--- config.mk ---
export PLATFORM = sky130hd
export DESIGN_NAME = int_issue_queue
export DESIGN_NICKNAME = d
export VERILOG_FILES = /design/src/rtl/riscv_core_pkg.sv /design/src/rtl/iq_oldest_picker.sv /design/src/rtl/int_issue_queue.sv
export SDC_FILE = /design/constraint.sdc
export NUM_CORES = 1
export LEC_CHECK = 0
export BUFFER_PORTS_ARGS = -buffer_cell sky130_fd_sc_hd__buf_2
export CAP_MARGIN = 10
export CORE_MARGIN = 2
export CORE_UTILIZATION = 45
export CTS_CLUSTER_DIAMETER = 100
export CTS_CLUSTER_SIZE = 30
export DETAILED_ROUTE_END_ITERATION = 8
export GPL_TIMING_DRIVEN = 0
export PLACE_DENSITY_LB_ADDON = 0.15
export SLEW_MARGIN = 30
export SYNTH_ARGS = -nofsm -noshare
export SYNTH_HDL_FRONTEND = slang
export SYNTH_SLANG_ARGS = --single-unit
--- constraint.sdc ---
create_clock -name clk -period 10.8 [get_ports clk]
set_input_delay 1.62 -clock clk [delete_from_list [all_inputs] [get_ports clk]]
set_output_delay 1.62 -clock clk [all_outputs]
set_load 0.05 [all_outputs]
--- src/rtl/riscv_core_pkg.sv ---
// Shared types for the integer issue queue: ALU op codes, the queue entry
// record, default sizing, and the CDB tag-match / capture helpers used for
// both resident and newly dispatched entries.
package riscv_core_pkg;

    localparam int IQ_LENGTH = 32;
    localparam int IQ_TAG_W  = 5;
    localparam int IQ_DEPTH  = 4;
    localparam int IQ_CNT_W  = $clog2(IQ_DEPTH + 1);

    typedef enum logic [3:0] {
        ADD  = 4'h0,
        SUB  = 4'h1,
        MUL  = 4'h2,
        SLL  = 4'h3,
        SLT  = 4'h4,
        XOR  = 4'h5,
        SRL  = 4'h6,
        OR   = 4'h7,
        AND  = 4'h8,
        SLLI = 4'h9,
        SRLI = 4'hA
    } alu_op_e;

    // op is kept as raw bits so that codes above SRLI travel through untouched
    typedef struct packed {
        logic                 valid;
        logic [3:0]           op;
        logic [IQ_TAG_W-1:0]  dst_tag;
        logic                 rdy1;
        logic                 rdy2;
        logic [IQ_TAG_W-1:0]  tag1;
        logic [IQ_TAG_W-1:0]  tag2;
        logic [IQ_LENGTH-1:0] val1;
        logic [IQ_LENGTH-1:0] val2;
    } iq_entry_t;

    // An operand wakes up when it is still waiting and its producer is on the CDB
    function automatic logic iq_wake(input logic                valid,
                                     input logic                rdy,
                                     input logic [IQ_TAG_W-1:0] tag,
                                     input logic                cdb_valid,
                                     input logic [IQ_TAG_W-1:0] cdb_tag);
        return valid && !rdy && cdb_valid && (tag == cdb_tag);
    endfunction

    // Entry as it looks after this cycle's CDB broadcast has been captured
    function automatic iq_entry_t iq_capture(input iq_entry_t            e,
                                             input logic                 cdb_valid,
                                             input logic [IQ_TAG_W-1:0]  cdb_tag,
                                             input logic [IQ_LENGTH-1:0] cdb_data);
        iq_entry_t r;
        r = e;
        if (iq_wake(e.valid, e.rdy1, e.tag1, cdb_valid, cdb_tag)) begin
            r.rdy1 = 1'b1;
            r.val1 = cdb_data;
        end
        if (iq_wake(e.valid, e.rdy2, e.tag2, cdb_valid, cdb_tag)) begin
            r.rdy2 = 1'b1;
            r.val2 = cdb_data;
        end
        return r;
    endfunction

endpackage

--- src/rtl/iq_oldest_picker.sv ---
// Fixed-priority picker: the lowest-index (oldest) requesting entry wins.
// Returns a one-hot grant, the binary index of the winner and a found flag.
module iq_oldest_picker #(
    parameter int DEPTH = 4,
    parameter int IDX_W = $clog2(DEPTH)
) (
    input  logic [DEPTH-1:0] req,
    output logic [DEPTH-1:0] grant,
    output logic [IDX_W-1:0] idx,
    output logic             found
);

    // Scan from oldest to youngest and latch onto the first request seen
    always_comb begin
        grant = '0;
        idx   = '0;
        found = 1'b0;
        for (int i = 0; i < DEPTH; i++) begin
            if (req[i] && !found) begin
                grant[i] = 1'b1;
                idx      = IDX_W'(i);
                found    = 1'b1;
            end
        end
    end

endmodule

--- src/rtl/int_issue_queue.sv ---
// Integer reservation station in front of the 32-bit ALU. Entries are kept
// age-ordered and compacted (entry 0 oldest); operands are captured from the
// CDB and the oldest fully-ready op is presented on the issue port.
// Optional build macro IQ_CDB_BYPASS_EN: lets an entry whose last missing
// operand(s) are on the CDB this cycle issue immediately with the CDB data.
module int_issue_queue
    import riscv_core_pkg::*;
#(
    parameter int LENGTH = IQ_LENGTH,
    parameter int DEPTH  = IQ_DEPTH,
    parameter int TAG_W  = IQ_TAG_W
) (
    input  logic                       clk,
    input  logic                       rst_n,
    input  logic                       flush_i,
    input  logic                       disp_valid_i,
    output logic                       disp_ready_o,
    input  logic [3:0]                 disp_op_i,
    input  logic [TAG_W-1:0]           disp_dst_tag_i,
    input  logic                       disp_src1_rdy_i,
    input  logic [TAG_W-1:0]           disp_src1_tag_i,
    input  logic [LENGTH-1:0]          disp_src1_val_i,
    input  logic                       disp_src2_rdy_i,
    input  logic [TAG_W-1:0]           disp_src2_tag_i,
    input  logic [LENGTH-1:0]          disp_src2_val_i,
    input  logic                       cdb_valid_i,
    input  logic [TAG_W-1:0]           cdb_tag_i,
    input  logic [LENGTH-1:0]          cdb_data_i,
    output logic                       issue_valid_o,
    input  logic                       issue_ready_i,
    output logic [3:0]                 issue_op_o,
    output logic [LENGTH-1:0]          issue_a_o,
    output logic [LENGTH-1:0]          issue_b_o,
    output logic [TAG_W-1:0]           issue_dst_tag_o,
    output logic [$clog2(DEPTH+1)-1:0] count_o
);

    localparam int CNT_W = $clog2(DEPTH + 1);
    localparam int IDX_W = $clog2(DEPTH);

    iq_entry_t        entry_reg   [DEPTH];
    iq_entry_t        entry_woken [DEPTH];
    iq_entry_t        entry_above [DEPTH];
    iq_entry_t        entry_kept  [DEPTH];
    iq_entry_t        entry_next  [DEPTH];
    iq_entry_t        disp_entry;
    logic [CNT_W-1:0] count_reg;
    logic [CNT_W-1:0] count_next;
    logic [CNT_W-1:0] disp_pos;
    logic [DEPTH-1:0] sel_req;
    logic [DEPTH-1:0] sel_grant;
    logic [IDX_W-1:0] sel_idx;
    logic             sel_found;
    logic             issue_fire;
    logic             disp_fire;

    // Handshakes; ready depends only on the registered count
    assign disp_ready_o = (count_reg != CNT_W'(DEPTH));
    assign disp_fire    = disp_valid_i & disp_ready_o;
    assign issue_fire   = sel_found & issue_ready_i;
    assign count_o      = count_reg;

    // A same-cycle issue frees the slot just below the tail
    assign disp_pos   = count_reg - CNT_W'(issue_fire);
    assign count_next = count_reg + CNT_W'(disp_fire) - CNT_W'(issue_fire);

    // Incoming op with any matching CDB operand captured on the way in
    assign disp_entry = iq_capture('{valid:   1'b1,
                                     op:      disp_op_i,
                                     dst_tag: disp_dst_tag_i,
                                     rdy1:    disp_src1_rdy_i,
                                     rdy2:    disp_src2_rdy_i,
                                     tag1:    disp_src1_tag_i,
                                     tag2:    disp_src2_tag_i,
                                     val1:    disp_src1_val_i,
                                     val2:    disp_src2_val_i},
                                   cdb_valid_i, cdb_tag_i, cdb_data_i);

    generate
        for (genvar gi = 0; gi < DEPTH; gi++) begin : g_entry
            assign entry_woken[gi] = iq_capture(entry_reg[gi], cdb_valid_i, cdb_tag_i, cdb_data_i);

`ifdef IQ_CDB_BYPASS_EN
            assign sel_req[gi] = entry_woken[gi].valid & entry_woken[gi].rdy1 & entry_woken[gi].rdy2;
`else
            assign sel_req[gi] = entry_reg[gi].valid & entry_reg[gi].rdy1 & entry_reg[gi].rdy2;
`endif

            // Compaction source: the youngest slot refills with an empty entry
            if (gi < DEPTH - 1) begin : g_mid
                assign entry_above[gi] = entry_woken[gi+1];
            end else begin : g_top
                assign entry_above[gi] = '0;
            end

            assign entry_kept[gi] = (issue_fire && (IDX_W'(gi) >= sel_idx)) ? entry_above[gi]
                                                                              : entry_woken[gi];
            assign entry_next[gi] = (disp_fire && (disp_pos == CNT_W'(gi))) ? disp_entry
                                                                             : entry_kept[gi];
        end
    endgenerate

    iq_oldest_picker #(
        .DEPTH (DEPTH),
        .IDX_W (IDX_W)
    ) u_picker (
        .req   (sel_req),
        .grant (sel_grant),
        .idx   (sel_idx),
        .found (sel_found)
    );

    // Issue mux; the woken view equals the registered one unless bypass let a CDB value in
    always_comb begin
        issue_valid_o   = sel_found;
        issue_op_o      = '0;
        issue_a_o       = '0;
        issue_b_o       = '0;
        issue_dst_tag_o = '0;
        for (int i = 0; i < DEPTH; i++) begin
            if (sel_grant[i]) begin
                issue_op_o      = entry_woken[i].op;
                issue_a_o       = entry_woken[i].val1;
                issue_b_o       = entry_woken[i].val2;
                issue_dst_tag_o = entry_woken[i].dst_tag;
            end
        end
    end

    // Queue state: reset, then flush, then normal dispatch/issue/wakeup update
    always_ff @(posedge clk) begin
        if (!rst_n) begin
            for (int i = 0; i < DEPTH; i++) begin
                entry_reg[i] <= '0;
            end
            count_reg <= '0;
        end else if (flush_i) begin
            for (int i = 0; i < DEPTH; i++) begin
                entry_reg[i].valid <= 1'b0;
            end
            count_reg <= '0;
        end else begin
            for (int i = 0; i < DEPTH; i++) begin
                entry_reg[i] <= entry_next[i];
            end
            count_reg <= count_next;
        end
    end

endmodule

---- Word level (Yosys, flattened, before mapping) ----
Memory sizes are Yosys's and may differ from the RTL's.
Cells that the tools add are included.
word-level totals
  flip-flop bits (word level) ............. 3
  memory bits (writable) .................. 344
  input bits .............................. 128
  output and inout bits ................... 78
  memories kept ........................... 1
operators by class
  add/sub/neg operators ................... 3
  magnitude comparators ................... 4
  equality and inequality tests ........... 14
  mux-type cells .......................... 73
  bitwise logic cells ..................... 23
  reduce and logical (&&, ||, !) cells .... 54
memories
  memory     depth  bits a word  rd ports  clocked after Yosys merged registers in  wr ports  line                   RTL
  entry_reg  4      86           4         0                                        4         int_issue_queue.sv:41  iq_entry_t entry_reg [DEPTH];
operators with widths
  operator                                                          number
  two-way mux 86 bit                                                8
  two-way mux 32 bit                                                18
  two-way mux 85 bit                                                4
  equality test 5 bit                                               10
  logical AND 1 bit                                                 39
  two-way mux 1 bit                                                 33
  two-way mux 5 bit                                                 4
  two-way mux 4 bit                                                 4
  zero test 1 bit                                                   13
  bitwise OR 1 bit                                                  12
  AND 1 bit                                                         10
  equality test 3 x 2 -> 1 bit, second input constant               2
  subtractor 3 x 1 -> 3 bit                                         2
  greater-or-equal comparator 1 x 2 -> 1 bit, first input constant  2
  greater-or-equal comparator 2 bit, first input constant           2
  two-way mux 2 bit                                                 2
  adder 3 x 1 -> 3 bit                                              1
  equality test 3 x 1 -> 1 bit, second input constant               1
  zero test 3 bit                                                   1
  inequality test 3 bit, second input constant                      1
  OR reduction 2 bit                                                1
  inverter 1 bit                                                    1

---- Logic depth before layout (Yosys ltp) ----
An unclocked memory read counts as a cell.
  word-level depth ........................ 19
  gate-level depth with buffers ........... 13

---- Modules after synthesis ----
From an unflattened synthesis, not the netlist that was laid out.
unflattened totals
  cell total of the unflattened synthesis .. 2,516
  area, all modules ....................... 25,685.9 µm²
by module, submodules not included
  module            instances  cells an instance  area each (µm²)
  int_issue_queue   1          2,505              25,624.6
  iq_oldest_picker  1          11                 61.3

---- Least setup slack after synthesis ----
OpenSTA, ideal clock, no wires.
  path kind ............................... input port to flip-flop
  start ................................... input rst_n
  end ..................................... memory entry_reg[0][0] (netlist bit), enable pin
  library setup time ...................... 2,009 ps
  arrival ................................. 6,370 ps
  slack ................................... 2,421 ps
  cell stages on the path ................. 3
  buffers on the path ..................... 2
  path through ............................ clkbuf_1 -> clkbuf_1 -> nand2_1
RTL lines
  what             line                   RTL
  start, declared  int_issue_queue.sv:14  input logic rst_n,
  end, declared    int_issue_queue.sv:41

---- Worst setup path in the final report ----
  start ................................... input cdb_tag_i[3]
  end ..................................... output issue_b_o[21]
on the way
  word-level cells in the longest chain between the ends .. 7
RTL lines
  what                              line                    RTL
  start, declared                   int_issue_queue.sv:27   input logic [TAG_W-1:0] cdb_tag_i,
  equality test 5 bit               riscv_core_pkg.sv:44    return valid && !rdy && cdb_valid && (tag == cdb_tag);
  logical AND 1 bit                 riscv_core_pkg.sv:44
  two-way mux 32 bit                riscv_core_pkg.sv:58    if (iq_wake(e.valid, e.rdy2, e.tag2, cdb_valid, cdb_tag)) begin
  two-way mux 32 bit (3 in series)  int_issue_queue.sv:121  if (sel_grant[i]) begin
  two-way mux 32 bit (*)            int_issue_queue.sv:121
  end, declared                     int_issue_queue.sv:33   output logic [LENGTH-1:0] issue_b_o,
Every way passes the cells marked *; elsewhere a longest branch is shown, timed or not.

==> out/qor.csv <==
stage,metric,value,unit
final_layout,n_fill_cell,4907,
yosys,ys_top_cells_by_area,"edfxtp_1 (43%), o21ai_0 (5.2%), o22ai_1 (4.2%)",
setup_path,cpMaxStageDelayCell,a221oi_1,
floorplan,ios,206,
setup_path,cp_num_buf_inv,5,
clock_network,clk_path_buf_depth,3,
placement,place_area,0.0261,mm2
grt,antenna_found_initial,2,
route,antenna_left,0,
sta,fin_crit,6.28,ns
placement,gp_congestion,0.954,
clock_network,ctsHoldBuffers,0,
power_and_ir_drop,p_int,0.00219,W
yosys,synth.yosys.warnings,0,
setup_path,cp.required,9.18,ns
grt,grt_pass1_vias,22700,
yosys,syn-num-nets,2530,
setup_path,cp-end-kind,output pin,
sta,fin_skew,0.0315,ns
clock_network,root_buffer,clkbuf_16,
power_and_ir_drop,ir_drop,102,uV
setup_path,max_stage_delay,0.63,ns
grt,grt_pass1_wl,149000,um
power_and_ir_drop,power,0.00323,W
route,drt-wirelength-per-cell,30.6,um
sta,max_clock_freq,159,MHz
power_and_ir_drop,p_per_area,120,mW/mm2
sta,setup_viol,0,
yosys,mappedNetlistArea,0.0240,mm2
floorplan,fp-row-count,84,
run,cap_violations,0,
setup_path,crit_arrival,4.66,ns
yosys,synth.distinct_cells,69,
route,drt_first_pass_iters,8,
setup_path,critPathMostFrequentCell,buf_2,
route,vias,23900,
power_and_ir_drop,swShare,0.323,
yosys,syn_inst,2397,
clock_network,clk_pin_slew,0.11,ns
setup_path,cp_cell_sequence,buf_2 -> buf_6 -> xor2_1 -> nor4_2 -> buf_2 -> buf_2 -> and3_1 -> o21ai_0 -> a221oi_1 -> buf_2,
power_and_ir_drop,p_switching,0.00104,W
clock_network,tritoncts,done,
clock_network,h-tree-depth,1,
placement,dp_hpwl,70700,um
floorplan,die_h,235,um
final_layout,layout_commonest_cell,edfxtp_1,
route,drt_iter0_drc,3431,
floorplan,die_x,235,um
clock_network,clock_latency,0.59,ns
final_layout,syn2layout_area_growth,11.9,%
setup_path,cp_top_family,buffers and inverters,
yosys,synth_edf_count,343,
setup_path,cp-start-kind,input port,
floorplan,initial_core_util,0.455,
final_layout,nets,2763,
setup_path,path_class,in -> out,
final_layout,final_design_area_no_fill,0.0268,mm2
yosys,ys_ff_latch,347,
yosys,synth_top_area_share,0.430,
power_and_ir_drop,p_comb_frac,0.183,
clock_network,cts-resized-gates,0,
clock_network,cts_setup_buffers,0,
floorplan,die_area,0.0551,mm2
final_layout,drive_gt1_frac,0.157,
yosys,ys_async_sr_fraction,0,
route,drc,0,
placement,io_buffer_count,202,
route,wirelength,102000,um
power_and_ir_drop,clockPowerShare,0.302,
final_layout,largest_register_ffs,344,
yosys,synth_flop_cell,edfxtp_1,
clock_network,cts_num_sinks,347,
sta,relSlewSlack,0.295,
run_status,status,completed,
sta,hold_viol_final,0,
route,vias_per_cell,7.16,
setup_path,path_max_fanout,10,
floorplan,coreArea,0.0527,mm2
final_layout,mostFrequentLayoutCells,"edfxtp_1 (343), buf_2 (251), o21ai_0 (244), clkbuf_1 (199), o22ai_1 (162)",
final_layout,postLayoutCoreUtil,0.509,
yosys,avgSynthCellArea,10.0,um2
power_and_ir_drop,p_seq_frac,0.515,
grt,grtUsageTotal,0.354,
clock_network,numCtsBuffers,20,
sta,rsz0062_at_grt,false,
placement,pre_cts_ws,4.59,ns
sta,fin_ws,4.52,ns
sta,finalMaxSlewViolations,0,
sta,fin_crit_sh,0.582,
sta,worstMarginPinSlew,1.05,ns
yosys,ys_seq_area_frac,0.433,
power_and_ir_drop,power.leakage,10.3,nW
hold_path,hold_class,reg -> reg,
grt,grt.overflow.total,0,
grt,grt_max_degree,48,
yosys,yosysTopAreaCell,edfxtp_1,
[cell usage after synthesis (16+ instances only)]
cell type	number
nor2_1	55
nor2b_1	24
inv_1	43
clkbuf_1	200
o221ai_1	96
a21boi_0	83
nand3_1	107
edfxtp_1	343
a21o_1	64
o21ai_0	248
a221oi_1	64
nand2_1	94
buf_2	49
nor3_1	40
xnor2_1	16
o211ai_1	33
a22oi_1	28
mux2i_4	38
a21oi_1	89
and3_1	118
nand2b_1	35
mux2i_2	32
mux2i_1	90
o32ai_1	67
o22ai_1	162
xor2_1	33
buf_1	23
[through the flow]
stage | cells | setup TNS, ns | hold WS [ns]
3_3_place_gp | 3287 | -490.28 | 0.600
4_1_cts | 3330 | 0 | 0.639
6_report | 3332 | 0 | 0.637
2_1_floorplan | 2397 | 0 | 0.589
5_1_grt | 3330 | 0 | 0.661
3_5_place_dp | 3296 | 0 | 0.608
[layout make-up]
class	instances	area [um2]	share of cell area
multi-input cells	1711	12200	0.453
flip-flops and latches	347	10400	0.387
plain buffers	296	1340	0.0498
repair buffers	211	1200	0.0447
well taps	688	861	0.0321
clock buffers	21	526	0.0196
clock inverters	13	193	0.00718
inverters	43	161	0.00602
diodes	2	5.00	0.000187
[worst min-delay path, cell delays in order, from the launching register on]
cell and delay (ns):
edfxtp_1 0.37, a22oi_1 0.07, nor2b_1 0.10
[power groups by stage]
stage          clock (W)  sequential, W  combinational, W
2_1_floorplan          0        0.00169          0.000359
3_3_place_gp           0        0.00171          0.000547
3_5_place_dp           0        0.00169          0.000569
4_1_cts         0.000967        0.00166          0.000571
5_1_grt          0.00101        0.00167          0.000621
6_report        0.000977        0.00166          0.000591
[final timing paths]
check	from	end	slack [ns]	cells past startpoint
worst max-delay path	cdb_tag_i[3]	issue_b_o[21]	4.52	10
worst min register to register	entry_reg[3][77]	entry_reg[2][77]	0.64	2
worst min-delay path	entry_reg[3][77]	entry_reg[2][77]	0.64	2
worst max register to register	entry_reg[0][74]	entry_reg[2][14]	5.58	12
[logic make-up (layout without fill, tap and decap cells)]
| logic type | count (synthesis) | count (layout) | synth area share |
|---|---|---|---|
| AO/OA/AOI/OAI | 980 | 980 | 0.277 |
| XOR/XNOR | 49 | 49 | 0.0179 |
| adder cells (fa/ha/maj) | 5 | 5 | 0.00292 |
| buffers and inverters | 339 | 584 | 0.0624 |
| flip-flops | 347 | 347 | 0.433 |
| multiplexers | 162 | 162 | 0.0926 |
| other | 1 | 3 | 0.000156 |
| AND/OR/NAND/NOR | 514 | 514 | 0.114 |
[layer usage]
metal / vias up / part of all wire / track usage
met4: 0 / 0.057 / 0.187
li1: 9947 / - / -
met3: 392 / 0.13 / 0.0822
met1: 11500 / 0.39 / 0.485
met5: - / 0 / 0
met2: 2004 / 0.43 / 0.520
No activity file was read; power rests on OpenSTA's default activity.
